### src/rtl/mem_rr_scheduler_pkg.sv
// Shared definitions for the memory round-robin scheduler: FSM encoding,
// wait-counter sizing and the round-robin successor helper.
package mem_pkg;

    localparam int STATE_WIDTH      = 3;
    localparam int WAIT_COUNT_WIDTH = 16;

    typedef enum logic [STATE_WIDTH-1:0] {
        IDLE           = 3'd0,
        READ_WAITING   = 3'd1,
        WRITE_WAITING  = 3'd2,
        READ_RELAYING  = 3'd3,
        WRITE_RELAYING = 3'd4
    } state_t;

    function automatic int unsigned next_index(input int unsigned index, input int unsigned count);
        return (index + 1 >= count) ? 0 : index + 1;
    endfunction

endpackage

### src/rtl/mem_rr_scheduler_rr_picker.sv
// Combinational round-robin search: first asserted request at or after the
// pointer, wrapping around the consumer set.
module rr_picker #(
    parameter int NUM_CONSUMERS = 4,
    parameter int INDEX_WIDTH   = 2
) (
    input  logic [NUM_CONSUMERS-1:0] request,
    input  logic [INDEX_WIDTH-1:0]   pointer,
    output logic                     found,
    output logic [INDEX_WIDTH-1:0]   index
);

    int unsigned candidate;

    always_comb begin
        found     = 1'b0;
        index     = '0;
        candidate = 0;
        for (int unsigned offset = 0; offset < NUM_CONSUMERS; offset++) begin
            // pointer and offset are both below NUM_CONSUMERS, so one subtract wraps
            candidate = 32'(pointer) + offset;
            if (candidate >= NUM_CONSUMERS) begin
                candidate = candidate - NUM_CONSUMERS;
            end
            if (!found && request[candidate[INDEX_WIDTH-1:0]]) begin
                found = 1'b1;
                index = candidate[INDEX_WIDTH-1:0];
            end
        end
    end

endmodule

### src/rtl/mem_rr_scheduler.sv
// Round-robin scheduler sharing one memory read/write channel among several
// consumers, with a bounded wait for memory ready and a sticky timeout flag.
module mem_rr_scheduler
    import mem_pkg::*;
#(
    parameter int DATA_WIDTH     = 16,
    parameter int ADDRESS_WIDTH  = 8,
    parameter int NUM_CONSUMERS  = 4,
    parameter int TIMEOUT_CYCLES = 255,
    parameter int WRITE_ENABLE   = 1
) (
    input  logic                                  clk,
    input  logic                                  reset,
    input  logic [NUM_CONSUMERS-1:0]              consumer_read_valid,
    input  logic [ADDRESS_WIDTH*NUM_CONSUMERS-1:0] consumer_read_address,
    output logic [NUM_CONSUMERS-1:0]              consumer_read_ready,
    output logic [DATA_WIDTH*NUM_CONSUMERS-1:0]    consumer_read_data,
    input  logic [NUM_CONSUMERS-1:0]              consumer_write_valid,
    input  logic [ADDRESS_WIDTH*NUM_CONSUMERS-1:0] consumer_write_address,
    input  logic [DATA_WIDTH*NUM_CONSUMERS-1:0]    consumer_write_data,
    output logic [NUM_CONSUMERS-1:0]              consumer_write_ready,
    output logic                                  mem_read_valid,
    output logic [ADDRESS_WIDTH-1:0]              mem_read_address,
    input  logic                                  mem_read_ready,
    input  logic [DATA_WIDTH-1:0]                 mem_read_data,
    output logic                                  mem_write_valid,
    output logic [ADDRESS_WIDTH-1:0]              mem_write_address,
    output logic [DATA_WIDTH-1:0]                 mem_write_data,
    input  logic                                  mem_write_ready,
    output logic                                  busy,
    output logic [$clog2(NUM_CONSUMERS)-1:0]      grant_id,
    output logic                                  timeout_error
);

    localparam int GRANT_WIDTH = $clog2(NUM_CONSUMERS);
    localparam logic [WAIT_COUNT_WIDTH-1:0] TIMEOUT_LIMIT = WAIT_COUNT_WIDTH'(TIMEOUT_CYCLES);
    localparam bit WRITES_ON = (WRITE_ENABLE != 0);

    state_t                      state;
    state_t                      state_next;
    logic [GRANT_WIDTH-1:0]      rr_ptr;
    logic [WAIT_COUNT_WIDTH-1:0] wait_count;
    logic [NUM_CONSUMERS-1:0]    request;
    logic                        pick_found;
    logic [GRANT_WIDTH-1:0]      pick_index;
    logic                        grant_read;
    logic                        grant_write;
    logic                        mem_done;
    logic                        wait_expired;
    logic                        release_grant;

    assign request = consumer_read_valid | (WRITES_ON ? consumer_write_valid : '0);

    rr_picker #(
        .NUM_CONSUMERS(NUM_CONSUMERS),
        .INDEX_WIDTH  (GRANT_WIDTH)
    ) picker (
        .request(request),
        .pointer(rr_ptr),
        .found  (pick_found),
        .index  (pick_index)
    );

    // Per-state decisions shared by the next-state logic and the datapath.
    always_comb begin
        grant_read    = 1'b0;
        grant_write   = 1'b0;
        mem_done      = 1'b0;
        wait_expired  = 1'b0;
        release_grant = 1'b0;
        case (state)
            IDLE: begin
                grant_read  = pick_found && consumer_read_valid[pick_index];
                grant_write = WRITES_ON && pick_found && !consumer_read_valid[pick_index];
            end
            READ_WAITING: begin
                mem_done     = mem_read_ready;
                wait_expired = !mem_read_ready && (wait_count == TIMEOUT_LIMIT);
            end
            WRITE_WAITING: begin
                mem_done     = mem_write_ready;
                wait_expired = !mem_write_ready && (wait_count == TIMEOUT_LIMIT);
            end
            READ_RELAYING:  release_grant = !consumer_read_valid[grant_id];
            WRITE_RELAYING: release_grant = !consumer_write_valid[grant_id];
            default: ;
        endcase
    end

    always_ff @(posedge clk) begin
        if (reset) begin
            state <= IDLE;
        end else begin
            state <= state_next;
        end
    end

    always_comb begin
        state_next = state;
        case (state)
            IDLE: begin
                if (grant_read) begin
                    state_next = READ_WAITING;
                end else if (grant_write) begin
                    state_next = WRITE_WAITING;
                end
            end
            READ_WAITING: begin
                if (mem_done || wait_expired) state_next = READ_RELAYING;
            end
            WRITE_WAITING: begin
                if (mem_done || wait_expired) state_next = WRITE_RELAYING;
            end
            READ_RELAYING, WRITE_RELAYING: begin
                if (release_grant) state_next = IDLE;
            end
            default: state_next = IDLE;
        endcase
    end

    always_comb begin
        busy = (state != IDLE);
    end

    always_ff @(posedge clk) begin
        if (reset) begin
            rr_ptr               <= '0;
            grant_id             <= '0;
            wait_count           <= '0;
            timeout_error        <= 1'b0;
            mem_read_valid       <= 1'b0;
            mem_read_address     <= '0;
            mem_write_valid      <= 1'b0;
            mem_write_address    <= '0;
            mem_write_data       <= '0;
            consumer_read_ready  <= '0;
            consumer_read_data   <= '0;
            consumer_write_ready <= '0;
        end else begin
            if (grant_read || grant_write) begin
                grant_id   <= pick_index;
                rr_ptr     <= GRANT_WIDTH'(next_index(32'(pick_index), NUM_CONSUMERS));
                wait_count <= '0;
            end
            if (grant_read) begin
                mem_read_valid   <= 1'b1;
                mem_read_address <= consumer_read_address[int'(pick_index)*ADDRESS_WIDTH +: ADDRESS_WIDTH];
            end
            if (grant_write) begin
                mem_write_valid   <= 1'b1;
                mem_write_address <= consumer_write_address[int'(pick_index)*ADDRESS_WIDTH +: ADDRESS_WIDTH];
                mem_write_data    <= consumer_write_data[int'(pick_index)*DATA_WIDTH +: DATA_WIDTH];
            end

            // A timeout completes the transfer like a ready would, but with zero read data.
            if (state == READ_WAITING && (mem_done || wait_expired)) begin
                mem_read_valid                                          <= 1'b0;
                consumer_read_ready[grant_id]                           <= 1'b1;
                consumer_read_data[int'(grant_id)*DATA_WIDTH +: DATA_WIDTH] <= mem_done ? mem_read_data : '0;
            end
            if (state == WRITE_WAITING && (mem_done || wait_expired)) begin
                mem_write_valid                <= 1'b0;
                consumer_write_ready[grant_id] <= 1'b1;
            end
            if (wait_expired) begin
                timeout_error <= 1'b1;
            end else if ((state == READ_WAITING || state == WRITE_WAITING) && !mem_done) begin
                wait_count <= wait_count + 1'b1;
            end

            if (release_grant) begin
                if (state == READ_RELAYING) begin
                    consumer_read_ready[grant_id] <= 1'b0;
                end else begin
                    consumer_write_ready[grant_id] <= 1'b0;
                end
            end
        end
    end

endmodule

### config.mk
export PLATFORM = sky130hd
export DESIGN_NAME = mem_rr_scheduler
export DESIGN_NICKNAME = d
export VERILOG_FILES = /design/src/rtl/mem_rr_scheduler_pkg.sv /design/src/rtl/mem_rr_scheduler_rr_picker.sv /design/src/rtl/mem_rr_scheduler.sv
export SDC_FILE = /design/constraint.sdc
export NUM_CORES = 1
export LEC_CHECK = 0
export ABC_AREA = 1
export BUFFER_PORTS_ARGS = -buffer_cell sky130_fd_sc_hd__buf_2
export CORE_UTILIZATION = 53
export CTS_CLUSTER_SIZE = 14
export DETAILED_ROUTE_END_ITERATION = 8
export PLACE_DENSITY = 0.86
export SLEW_MARGIN = 40
export SYNTH_ARGS = -nofsm -noshare
export SYNTH_HDL_FRONTEND = slang
export SYNTH_SLANG_ARGS = --single-unit
### constraint.sdc
create_clock -name clk -period 6.4 [get_ports clk]
set_input_delay 1.28 -clock clk [delete_from_list [all_inputs] [get_ports clk]]
set_output_delay 1.28 -clock clk [all_outputs]
set_load 0.02 [all_outputs]
-- Yosys cells after proc, flatten, opt, wreduce, memory -nomap -nowiden
Index checks and enable logic that the tools add are counted.
- flip-flop bits (word level): 130
- input bits: 156
- output and inout bits: 110
- logic and storage cells: 137
- add/sub/neg operators: 10
- magnitude comparators: 12
- equality and inequality tests: 9
- shift-type cells: 5
- mux-type cells: 53
- bitwise logic cells: 6
- reductions and logical operators: 29
- operators with widths (operator ; count):
    64-bit bitwise mux ; 1
    16-bit 2-to-1 mux ; 4
    16-bit by 33-bit variable shift with 64-bit output, first input constant ; 1
    16-bit by 33-bit variable part select with 64-bit output ; 1
    32-bit by 6-bit variable part select with 8-bit output ; 2
    64-bit by 7-bit variable part select with 16-bit output ; 1
    6-bit negator with 33-bit output ; 1
    4-bit 2-to-1 mux ; 8
    2-bit by 3-bit < comparator with 1-bit output, second input constant ; 6
    2-bit 2-to-1 mux ; 9
    16-bit by 1-bit adder with 16-bit output, second input constant ; 1
    16-bit by 8-bit equality test with 1-bit output, second input constant ; 1
    3-bit 2-to-1 mux ; 5
    1-bit binary-select mux with 2-bit select ; 7
    1-bit 2-to-1 mux ; 14
    3-bit >= comparator, second input constant ; 4
    4-bit bitwise OR ; 3
    3-bit one-hot mux with 4 select lines ; 1
    1-bit logical AND ; 11
    1-bit zero test ; 9
    4-bit bitwise AND ; 2
    2-bit by 1-bit subtractor with 2-bit output, second input constant ; 4
    2-bit by 1-bit adder with 3-bit output, second input constant ; 2
    2-bit by 2-bit adder with 3-bit output, second input constant ; 2
    15 further kinds ; 24

-- Logic depth before layout (Yosys ltp)
Gate-level depths: netlist (run 1).
- word-level depth: 23
- mapped depth: 18
- depth with buffers taken out: 16

-- Hierarchy
A second synthesis (run 1) with hierarchy kept.
- cells, all modules: 1207
- area, all modules: 7723.7 µm²
- by module, submodules not included (module ; times used ; cells an instance ; area an instance (µm²) ; sequential area each (µm²)):
    mem_rr_scheduler ; 1 ; 1148 ; 7404.6 ; 2602.5
    rr_picker ; 1 ; 59 ; 319.1 ; 0.0

-- Worst setup path after synthesis (run 1)
No wires, ideal clock.
- path type: input-to-reg
- start: input port consumer_read_valid[2]
- end: register rr_ptr[1]
- setup time: 0.120 ns
- data arrival time: 2.831 ns
- data required time: 6.280 ns
- path slack: 3.449 ns
- stages: 13
- path buffers: 2
- path through: nor2_1 > nand2_1 > nand3_1 > nand2_1 > nor2_4 > nand3_2 > nand3_2 > inv_2 > buf_4 > buf_2 > ha_1 > o21ai_0 > a21oi_1
- cells in the longest elaborated chain, start to end: 19
- elaborated cells on any way between the ends: 34
- classes of those cells: 1 x add/sub; 1 x order compare; 21 x mux; 1 x bitwise; 10 x reduce/logical
- RTL lines (what ; line ; RTL):
    start, declared ; mem_rr_scheduler.sv:14 ; input logic [NUM_CONSUMERS-1:0] consumer_read_valid,
    4-bit bitwise OR (*) ; mem_rr_scheduler.sv:52 ; assign request = consumer_read_valid | (WRITES_ON ? consumer_write_valid : '0);
    1-bit binary-select mux with 2-bit select ; mem_rr_scheduler_rr_picker.sv:25 ; if (!found && request[candidate[INDEX_WIDTH-1:0]]) begin
    1-bit 2-to-1 mux (not written as such) ; mem_rr_scheduler_rr_picker.sv:25 ;
    1-bit 2-to-1 mux ; mem_rr_scheduler_rr_picker.sv:25 ;
    1-bit zero test ; mem_rr_scheduler_rr_picker.sv:25 ;
    1-bit logical AND ; mem_rr_scheduler_rr_picker.sv:25 ;
    1-bit 2-to-1 mux ; mem_rr_scheduler_rr_picker.sv:25 ;
    1-bit zero test ; mem_rr_scheduler_rr_picker.sv:25 ;
    1-bit logical AND ; mem_rr_scheduler_rr_picker.sv:25 ;
    1-bit 2-to-1 mux ; mem_rr_scheduler_rr_picker.sv:25 ;
    1-bit zero test ; mem_rr_scheduler_rr_picker.sv:25 ;
    1-bit logical AND ; mem_rr_scheduler_rr_picker.sv:25 ;
    2-bit 2-to-1 mux (*) ; mem_rr_scheduler_rr_picker.sv:25 ;
    net pick_index[0] ; mem_rr_scheduler.sv:45 ; logic [GRANT_WIDTH-1:0] pick_index;
    parallel branches: the longest is 6 deep, another holds 2-bit by 1-bit adder with 3-bit output ; - ;
    end signal, assigned ; mem_rr_scheduler.sv:142 ; rr_ptr <= GRANT_WIDTH'(next_index(32'(pick_index), NUM_CONSUMERS));
    end, declared ; mem_rr_scheduler.sv:41 ; logic [GRANT_WIDTH-1:0] rr_ptr;
Mark *: on every way through the listed nets, which the timed path passes. The select of a mux whose other input is x is not followed.
A chain may end at the register's enable or synchronous reset.

-- Worst setup path after layout (run 1)
- start: input port consumer_read_valid[0]
- end: register mem_write_address[5]
- cells in the longest elaborated chain, start to end: 18
- elaborated cells on any way between the ends: 29
- classes of those cells: 1 x shift; 19 x mux; 1 x bitwise; 8 x reduce/logical
- RTL lines (what ; line ; RTL):
    parallel branches: the longest is 18 deep, another holds 4-bit bitwise OR ; - ;
    end signal, assigned ; mem_rr_scheduler.sv:151 ; mem_write_address <= consumer_write_address[int'(pick_index)*ADDRESS_WIDTH +: ADDRESS_WIDTH];
    end, declared ; mem_rr_scheduler.sv:27 ; output logic [ADDRESS_WIDTH-1:0] mem_write_address,
Several ways; the timed one is not identified. The select of a mux whose other input is x is not followed.

==> results of run 1 <==
## report_power, final
group          switching (µW)  total [µW]  internal, µW  leakage (µW)
Sequential               99.7        1020           923       0.00106
Clock                     412         967           554      0.000285
Combinational            1390        1950           566       0.00270
## registers in the layout (all words and copies together) (netlist names)
signal	count
consumer_read_data	64
mem_write_data	16
wait_count	16
mem_read_address	8
mem_write_address	8
consumer_read_ready	4
consumer_write_ready	4
state	3
grant_id	2
rr_ptr	2
mem_read_valid	1
mem_write_valid	1
timeout_error	1
## worst reg2reg max path, delay by kind of cell, from the launching register on
kind                   cells  cell delay (ns)
and+or+nand+nor           13             2.02
DFF                        1             0.58
buffers and inverters      2             0.67
## through the flow
stage | hold WS, ns | setup slack [ns]
after CTS | 0.444 | 2.41
final | 0.444 | 2.59
after global routing | 0.469 | 2.33
after detailed placement | 0.434 | 1.97
after global placement | 0.433 | 2.12
after floorplan | 0.451 | 3.45
## per-layer routing
layer  track usage  vias up
met1         0.393     3503
met4         0.122        0
li1              -     3908
met5             0        -
met2         0.480      396
met3        0.0701       48
## area by class of cell
| cell class | count | share of cell area |
|---|---|---|
| Clock buffer | 17 | 0.0485 |
| Tap cell | 172 | 0.0245 |
| Timing Repair Buffer | 270 | 0.155 |
| Inverter | 112 | 0.0483 |
| Sequential cell | 130 | 0.297 |
| Multi-Input combinational cell | 736 | 0.408 |
| Clock inverter | 15 | 0.0185 |
## kinds of logic (layout without fill, tap and decap cells)
group | Yosys count | count (layout)
AO/OA/AOI/OAI | 247 | 247
adder cells (fa/ha/maj) | 6 | 6
buffers and inverters | 180 | 414
flip-flops | 130 | 130
AND/OR/NAND/NOR | 483 | 483
## cell usage after synthesis (2+ instances only)
cell type	instances	area, µm²
a31oi_1	20	125
ha_1	6	75.1
nand4_1	13	81.3
inv_2	7	26.3
or3_1	38	238
nand2_2	4	25.0
nand3_1	34	170
nor2_1	163	612
nand2_1	211	792
clkbuf_1	29	109
o22ai_1	33	206
a211oi_1	32	240
a21oi_1	72	360
clkinv_1	2	7.51
buf_4	6	45.0
nand3_2	6	60.1
dfxtp_1	130	2600
inv_1	102	383
buf_2	29	145
buf_6	3	33.8
o21ai_0	84	420
nor3_1	9	45.0
## worst max-delay path by stage
stage	start	to	slack, ns	cells past startpoint
floorplan	consumer_read_valid[2]	rr_ptr[1]	3.45	13
global placement	consumer_read_valid[0]	mem_write_data[1]	2.12	14
detailed placement	consumer_read_valid[0]	mem_write_address[1]	1.97	16
CTS	consumer_read_valid[0]	mem_write_address[5]	2.41	16
global route	consumer_read_valid[1]	mem_write_address[4]	2.33	15
finish	consumer_read_valid[0]	mem_write_address[5]	2.59	15
==> results.yml, run 1 <==
status:
  outcome: "finished clean"
sta:
  rsz0062_at_grt: "no"
  maxSlewHeadroom: 0.399
  fin_crit_ns: 3.81
  setup_viol: 0
  fin_crit_sh: 0.596
  hold_viol: 0
  fmax_mhz: 262
  fin_setup_tns_ns: 0
  worst_pin_slew_ns: 0.892
  slew_viol_final: 0
  skew_ns: 0.0107
yosys:
  netlist_area_mm2: 0.00693
  ys_types: 35
  synth_compound_area_frac: 0.204
  synth.area.mux_share: 0
  syn_nets: 1208
  synth-seq-cells: 130
  async_flop_share: 0
  avgSynthCellArea_um2: 6.62
  yosysSeqAreaShare: 0.376
  synth-main-ff-cell: "dfxtp_1"
  synth_xor_area_frac: 0
  syn_inst: 1046
  synth_edf_count: 0
  synthAdderAreaFrac: 0.0108
  yosys_warnings: 0
  synthSimpleGateAreaFrac: 0.300
  synth_top_family_by_area: "simple AND/OR/NAND/NOR gates"
setup_path:
  path_delay_family: "simple AND/OR/NAND/NOR gates"
  slowest_stage: "inv_2"
  rr_startpoint: "rr_ptr[0]"
  arrival_ns: 4.12
  critical_path_class: "in2reg"
  crit_path_end_kind: "flop"
  reg2regPathDepth: 15
  start_kind: "input pin"
  critPathMaxStageDelay_ns: 0.57
  cp.required_ns: 6.71
  crit_buf_inv: 2
  path_cells: "buf_2, nor2_1, nand2_1, nand3_1, nand2_1, nor2_4, nand3_1, nand3_1, nand2_2, inv_2, nand3_1, nand3_4, nand2_1, nand2_1, nor2_1"
  crit_fanout: 49
  rr_endpoint: "mem_write_address[5]"
  r2r_setup_slack_ns: 3.03
clocking:
  cts_root_buf: "clkbuf_16"
  postCtsResizedCells: 0
  cts_tree: "built"
  clk_path_buf_depth: 2
  path_clk_slew_ns: 0.06
  worstSkewPairLatency_ns: 0.42
  post_cts_buffers: 0
  cts_hold_buf: 0
  cts_buffers: 17
  clkSinkCount: 130
  cts.htree.levels: 4
die:
  die_h_um: 116
  die_area_mm2: 0.0135
  die_w_um: 116
  ios: 266
  initial_core_util: 0.547
  rows: 41
  core_area_mm2: 0.0127
place:
  hpwl_um: 14600
  dpl_cell_area_mm2: 0.00818
  dp_cells: 1420
  gp_congestion: 0.923
  port_buffers: 265
layout:
  final_common_cell: "buf_2"
  finalCoreUtilization: 0.693
  syn2layout_area_growth_pct: 26.7
  multi_input_area_mm2: 0.00358
  drive_gt1_frac: 0.258
  ff_latch_area_mm2: 0.00260
  final_cells: 1452
  nFillCells: 1132
  nets: 1429
  layout_common_cells: "buf_2 (265), nand2_1 (209), nor2_1 (162)"
  antenna_cells: 0
  final_cell_area_mm2: 0.00877
route:
  met2_length_um: 9620
  drt_iter0_markers: 711
  drt_first_pass_iters: 5
  drc: 0
  ant_nets: 0
  wl_met3_um: 1860
  routed_wl_um: 20800
  wl_per_cell_um: 14.3
  m1WireLength_um: 8670
  top_layer: "met4"
  via_per_inst: 5.41
  via_count: 7855
hold_path:
  min_path_type: "reg2reg"
  min-delay-start: "mem_write_valid"
  worstHoldEndpoint: "mem_write_valid"
  min_path_cells: 2
grt:
  grt_overflow: 0
  grt_pass1_vias: 6618
  grt_antenna_before_repair: 0
  grt_max_degree: 82
  grt_usage: 0.301
  grt_pass1_wl_um: 31900
power:
  leakage_uw: 0.00405
  power.total_uw: 3940
  power_density_mw_per_mm2: 449
  peakVddDrop_v: 0.000292
job:
  cap_violations: 0
(Power assumes the default switching activity.)
==> inputs of run 2 (changes only) <==
Settings changed: CORE_UTILIZATION 53 to 45, PLACE_DENSITY 0.86 to 0.77.
Clock period 6.4 ns to 3.4 ns, I/O delays scaled along.
==> run 2 against run 1 <==
Net effect:
- sequential power up 83%
- clock-buffer cell count up 1
- combinational power up 95%
- clock skew down 0.0016 ns
- largest cell class unchanged
- cell area up 1.2%
- die area up 17%
- highest routed layer unchanged
- non-clock buffer count up 11
- core utilization down 9.1 points
==> results.yml, run 2 (synthesis results as in run 1) <==
layout:
  nets: 1440
  final_common_cell: "buf_2"
  final_cell_area_mm2: 0.00888
  layout_common_cells: "buf_2 (265), nand2_1 (211), nor2_1 (162)"
  nFillCells: 1384
  drive_gt1_frac: 0.262
  antenna_cells: 0
  largest_reg_flops: 64
  syn2layout_area_growth_pct: 28.1
  top_register: "consumer_read_data"
  reg_top3: "consumer_read_data: 64 flops, mem_write_data: 16 flops, wait_count: 16 flops"
sta:
  fin_crit_sh: 0.778
  fin_crit_ns: 2.64
  worst_pin_slew_ns: 0.784
  rsz0062_at_grt: "no"
  hold_viol: 0
  fin_setup_tns_ns: 0
  skew_ns: 0.00916
  holdWs_ns: 0.443
  maxSlewHeadroom: 0.471
  fmax_mhz: 378
  slew_viol_final: 0
  setup_viol: 0
die:
  die_h_um: 126
  die_area_mm2: 0.0159
  rows: 44
  ios: 266
  initial_core_util: 0.469
  die_w_um: 126
  core_area_mm2: 0.0148
power:
  p_int_uw: 3940
  power_density_mw_per_mm2: 840
  peakVddDrop_v: 0.000553
  p_seq_frac: 0.251
  pwr-share-clk: 0.239
  p_switching_uw: 3510
  power.total_uw: 7450
  switching_share: 0.472
  leakage_uw: 0.00410
  share_comb_of_total_power: 0.510
clocking:
  post_cts_buffers: 0
  clk_path_buf_depth: 2
  path_clk_slew_ns: 0.06
  cts.htree.levels: 4
  cts_tree: "built"
  cts_buffers: 17
  cts_root_buf: "clkbuf_16"
  postCtsResizedCells: 0
  cts_hold_buf: 0
  clkSinkCount: 130
  worstSkewPairLatency_ns: 0.42
place:
  hpwl_um: 15300
  port_buffers: 265
  gp_congestion: 0.862
  dpl_cell_area_mm2: 0.00827
setup_path:
  arrival_ns: 2.96
  rr_startpoint: "rr_ptr[0]"
  startpoint: "rr_ptr[0]"
  start_kind: "flop"
  crit_fanout: 33
  critical_path_class: "reg2reg"
  cp.required_ns: 3.72
  crit_path_end_kind: "flop"
  r2r_setup_slack_ns: 0.76
route:
  ant_nets: 0
  via_per_inst: 5.19
  drc: 0
  wl_per_cell_um: 14.1
  drt_iter0_markers: 619
  via_count: 7658
  routed_wl_um: 20800
  drt_first_pass_iters: 5
grt:
  grt.busiest_layer: "met2"
  grt_max_degree: 81
  globalRouteMet1Util: 0.345
  grt_pass1_vias: 6872
  grt_usage: 0.262
  grt_antenna_before_repair: 0
  grt_overflow: 0
  grtUsageMet3: 0.0624
  met2_usage: 0.405
  grt_pass1_wl_um: 33400
hold_path:
  min-delay-start: "mem_write_valid"
  min_path_type: "reg2reg"
job:
  cap_violations: 0
status:
  outcome: "finished clean"
-- run 2: changes by cell type in the layout (fill, tap and decap cells not counted), sizes merged --
cell,delta
inv,-2
clkinv,+1
clkbuf,+1
buf,+11
-- run 2: cell type report --
class / count / area [µm²] / share of cell area
clock buffers: 18 / 439 / 0.0495
flip-flops and latches: 130 / 2600 / 0.293
well taps: 184 / 230 / 0.0259
inverters: 112 / 423 / 0.0476
multi-input cells: 736 / 3570 / 0.402
repair buffers: 281 / 1470 / 0.166
clock inverters: 14 / 143 / 0.0161
-- run 2: worst paths after layout --
kind	end	cells after the start
max	mem_read_address[7]	16
min	mem_write_valid	2
max reg2reg	mem_read_address[7]	16
min reg2reg	mem_write_valid	2
-- run 2: critical path, stage by stage, from the launching register on --
cell,delay (ns)
dfxtp_1,0.56
inv_4,0.09
nand2_1,0.09
nand2_2,0.08
nand3_1,0.09
nand2_1,0.10
nor2_4,0.14
nand3_1,0.09
nand3_1,0.09
nand2_2,0.19
inv_2,0.13
buf_4,0.30
nand2_1,0.11
nand3_2,0.26
nand2_1,0.11
nand2_1,0.08
nor2_1,0.04
-- run 2: per-stage QoR --
step / instances / setup slack [ns] / utilization
finish: 1475 / 0.756 / 0.602
CTS: 1474 / 0.756 / 0.600
global route: 1475 / 0.453 / 0.602
global placement: 1442 / 0.503 / 0.561
floorplan: 1046 / 1.05 / -
detailed placement: 1442 / 0.467 / 0.561
-- run 2: routing by layer --
layer,wire [µm],part of all wire
met5,0,0
met2,9470,0.46
met4,683,0.033
met1,9300,0.45
met3,1360,0.065
-- run 2: power groups by stage --
stage | Sequential, µW | Combinational (µW) | Clock [µW]
3_5_place_dp | 1900 | 3750 | 0
6_report | 1870 | 3800 | 1780
4_1_cts | 1870 | 3760 | 1800
3_3_place_gp | 1890 | 3710 | 0
2_1_floorplan | 2080 | 2710 | 0
5_1_grt | 1900 | 4300 | 1880
==> inputs of run 3 (changes only) <==
Clock period 3.4 ns to 2.2 ns, I/O delays scaled along.
==> run 3 against run 2 <==
Net effect:
- clock skew up 0.0050 ns
- sequential power up 55%
- clock power up 76%
- largest power group unchanged
==> results.yml, run 3 (synthesis results as in run 1) <==
status:
  outcome: "finished clean"
setup_path:
  slowest_stage: "dfxtp_4"
  crit_fanout: 8
  cp.required_ns: 2.56
  crit_buf_inv: 3
  arrival_ns: 2.55
  crit_top_cell: "nand2_1"
  crit_path_end_kind: "flop"
  path_delay_family: "simple AND/OR/NAND/NOR gates"
  start_kind: "flop"
  critical_path_class: "reg2reg"
  path_cells: "inv_4, nand2_1, nand3_2, nand2_2, nor2_4, nand4_1, nand2_4, inv_8, nand3_4, nand3_4, buf_6, nand2_1, nand2_1, nor2_1"
  critPathMaxStageDelay_ns: 0.37
grt:
  grt_pass1_wl_um: 34000
  grt_max_degree: 81
  grt_usage: 0.265
  grt_pass1_vias: 7091
  grt_overflow: 0
  grt_antenna_before_repair: 0
route:
  drt_iter0_markers: 784
  routed_wl_um: 23300
  ant_nets: 0
  drt_first_pass_iters: 5
  wl_per_cell_um: 15.2
  via_count: 8126
  drc: 0
  via_per_inst: 5.30
layout:
  top_register: "consumer_read_data"
  ff_latch_area_mm2: 0.00262
  nFillCells: 1246
  reg_top3: "consumer_read_data: 64 flops, mem_write_data: 16 flops, wait_count: 16 flops"
  final_common_cell: "buf_2"
  drive_gt1_frac: 0.331
  antenna_cells: 0
  multi_input_area_mm2: 0.00378
  layout_common_cells: "buf_2 (266), nand2_1 (194), nor2_1 (158)"
  largest_reg_flops: 64
  syn2layout_area_growth_pct: 42.0
  nets: 1498
  final_cell_area_mm2: 0.00984
  final_cells: 1533
clocking:
  cts.htree.levels: 4
  clkSinkCount: 130
  cts_root_buf: "clkbuf_16"
  cts_buffers: 17
  clk_path_buf_depth: 2
  worstSkewPairLatency_ns: 0.43
  cts_tree: "built"
  cts_hold_buf: 0
  path_clk_slew_ns: 0.06
die:
  ios: 266
  die_w_um: 126
  core_area_mm2: 0.0148
  initial_core_util: 0.469
  die_area_mm2: 0.0159
  die_h_um: 126
  rows: 44
power:
  pwr-share-clk: 0.227
  p_switching_uw: 6150
  leakage_uw: 0.00462
  peakVddDrop_v: 0.00107
  p_int_uw: 7680
  share_comb_of_total_power: 0.564
  power_density_mw_per_mm2: 1400
  p_seq_frac: 0.209
  switching_share: 0.445
sta:
  skew_ns: 0.0142
  fin_crit_ns: 2.19
  fmax_mhz: 457
  hold_viol: 0
  worst_pin_slew_ns: 0.514
  fin_setup_tns_ns: 0
  slew_viol_final: 0
  setup_viol: 0
  fin_crit_sh: 0.994
  maxSlewHeadroom: 0.655
  rsz0062_at_grt: "yes"
  setup_ws_ns: 0.0121
place:
  dpl_cell_area_mm2: 0.00866
  dp_cells: 1482
  hpwl_um: 15600
  dp_slack_ns: -0.131
  port_buffers: 265
  gp_congestion: 0.937
hold_path:
  min_path_type: "in2reg"
job:
  cap_violations: 0
run 3: changes by cell type in the layout (fill, tap and decap cells not counted), moves of 6 or more:
cell,before,now
buf_6,0,8
nand3_2,6,12
nand2_1,211,194
nand3_1,34,24
buf_12,2,9
nand2_2,4,18
buf_4,14,47
dfxtp_1,130,121
run 3: final timing paths:
path                           endpoint  slack (ns)  cells after the start        startpoint
setup / recovery   mem_write_address[7]        0.01                     14         rr_ptr[0]
hold / removal    consumer_read_data[3]        0.36                      3  mem_read_data[3]
setup reg to reg   mem_write_address[7]        0.01                     14         rr_ptr[0]
hold reg to reg         mem_write_valid        0.45                      2   mem_write_valid
run 3: power by group through the flow:
stage                     combinational (µW)  sequential (µW)  clock (µW)
after floorplan                         4190             3220           0
after global placement                  6430             2900           0
after detailed placement                6510             2910           0
after CTS                               6570             2870        3160
after global routing                    8550             2930        3280
final                                   7790             2890        3140
run 3: metrics by stage:
| stage | hold slack (ns) | utilization | total power, µW |
|---|---|---|---|
| after floorplan | 0.451 | - | 7420 |
| after global placement | 0.433 | 0.587 | 9330 |
| after detailed placement | 0.433 | 0.587 | 9420 |
| after CTS | 0.346 | 0.632 | 12600 |
| after global routing | 0.373 | 0.667 | 14800 |
| final | 0.365 | 0.667 | 13800 |
run 3: per-layer routing:
metal / vias to the layer above / wire, µm / GRT usage
met1: 3706 / 9830 / 0.345
met3: 37 / 1660 / 0.0629
met2: 328 / 11400 / 0.434
met5: - / 0 / 0
met4: 0 / 379 / 0.0780
li1: 4055 / - / -
run 3: timing repair:
item | 4_1_cts | 5_1_grt
resized for setup | 3 | 81
setup buffers | 0 | 10
endpoints found under the setup margin | 16 | 110
cloned | 0 | 9
pin swaps | 0 | 33
run 3: tightest hold or removal path, stage by stage:
cell and delay (ns):
buf_2 0.11, a31oi_1 0.12, a211oi_1 0.05
run 3: cell type report:
| cell class | count | share of cell area |
|---|---|---|
| clock buffers | 17 | 0.0432 |
| repair buffers | 337 | 0.214 |
| multi-input cells | 738 | 0.385 |
| clock inverters | 15 | 0.0233 |
| well taps | 184 | 0.0234 |
| inverters | 112 | 0.0443 |
| flip-flops and latches | 130 | 0.267 |
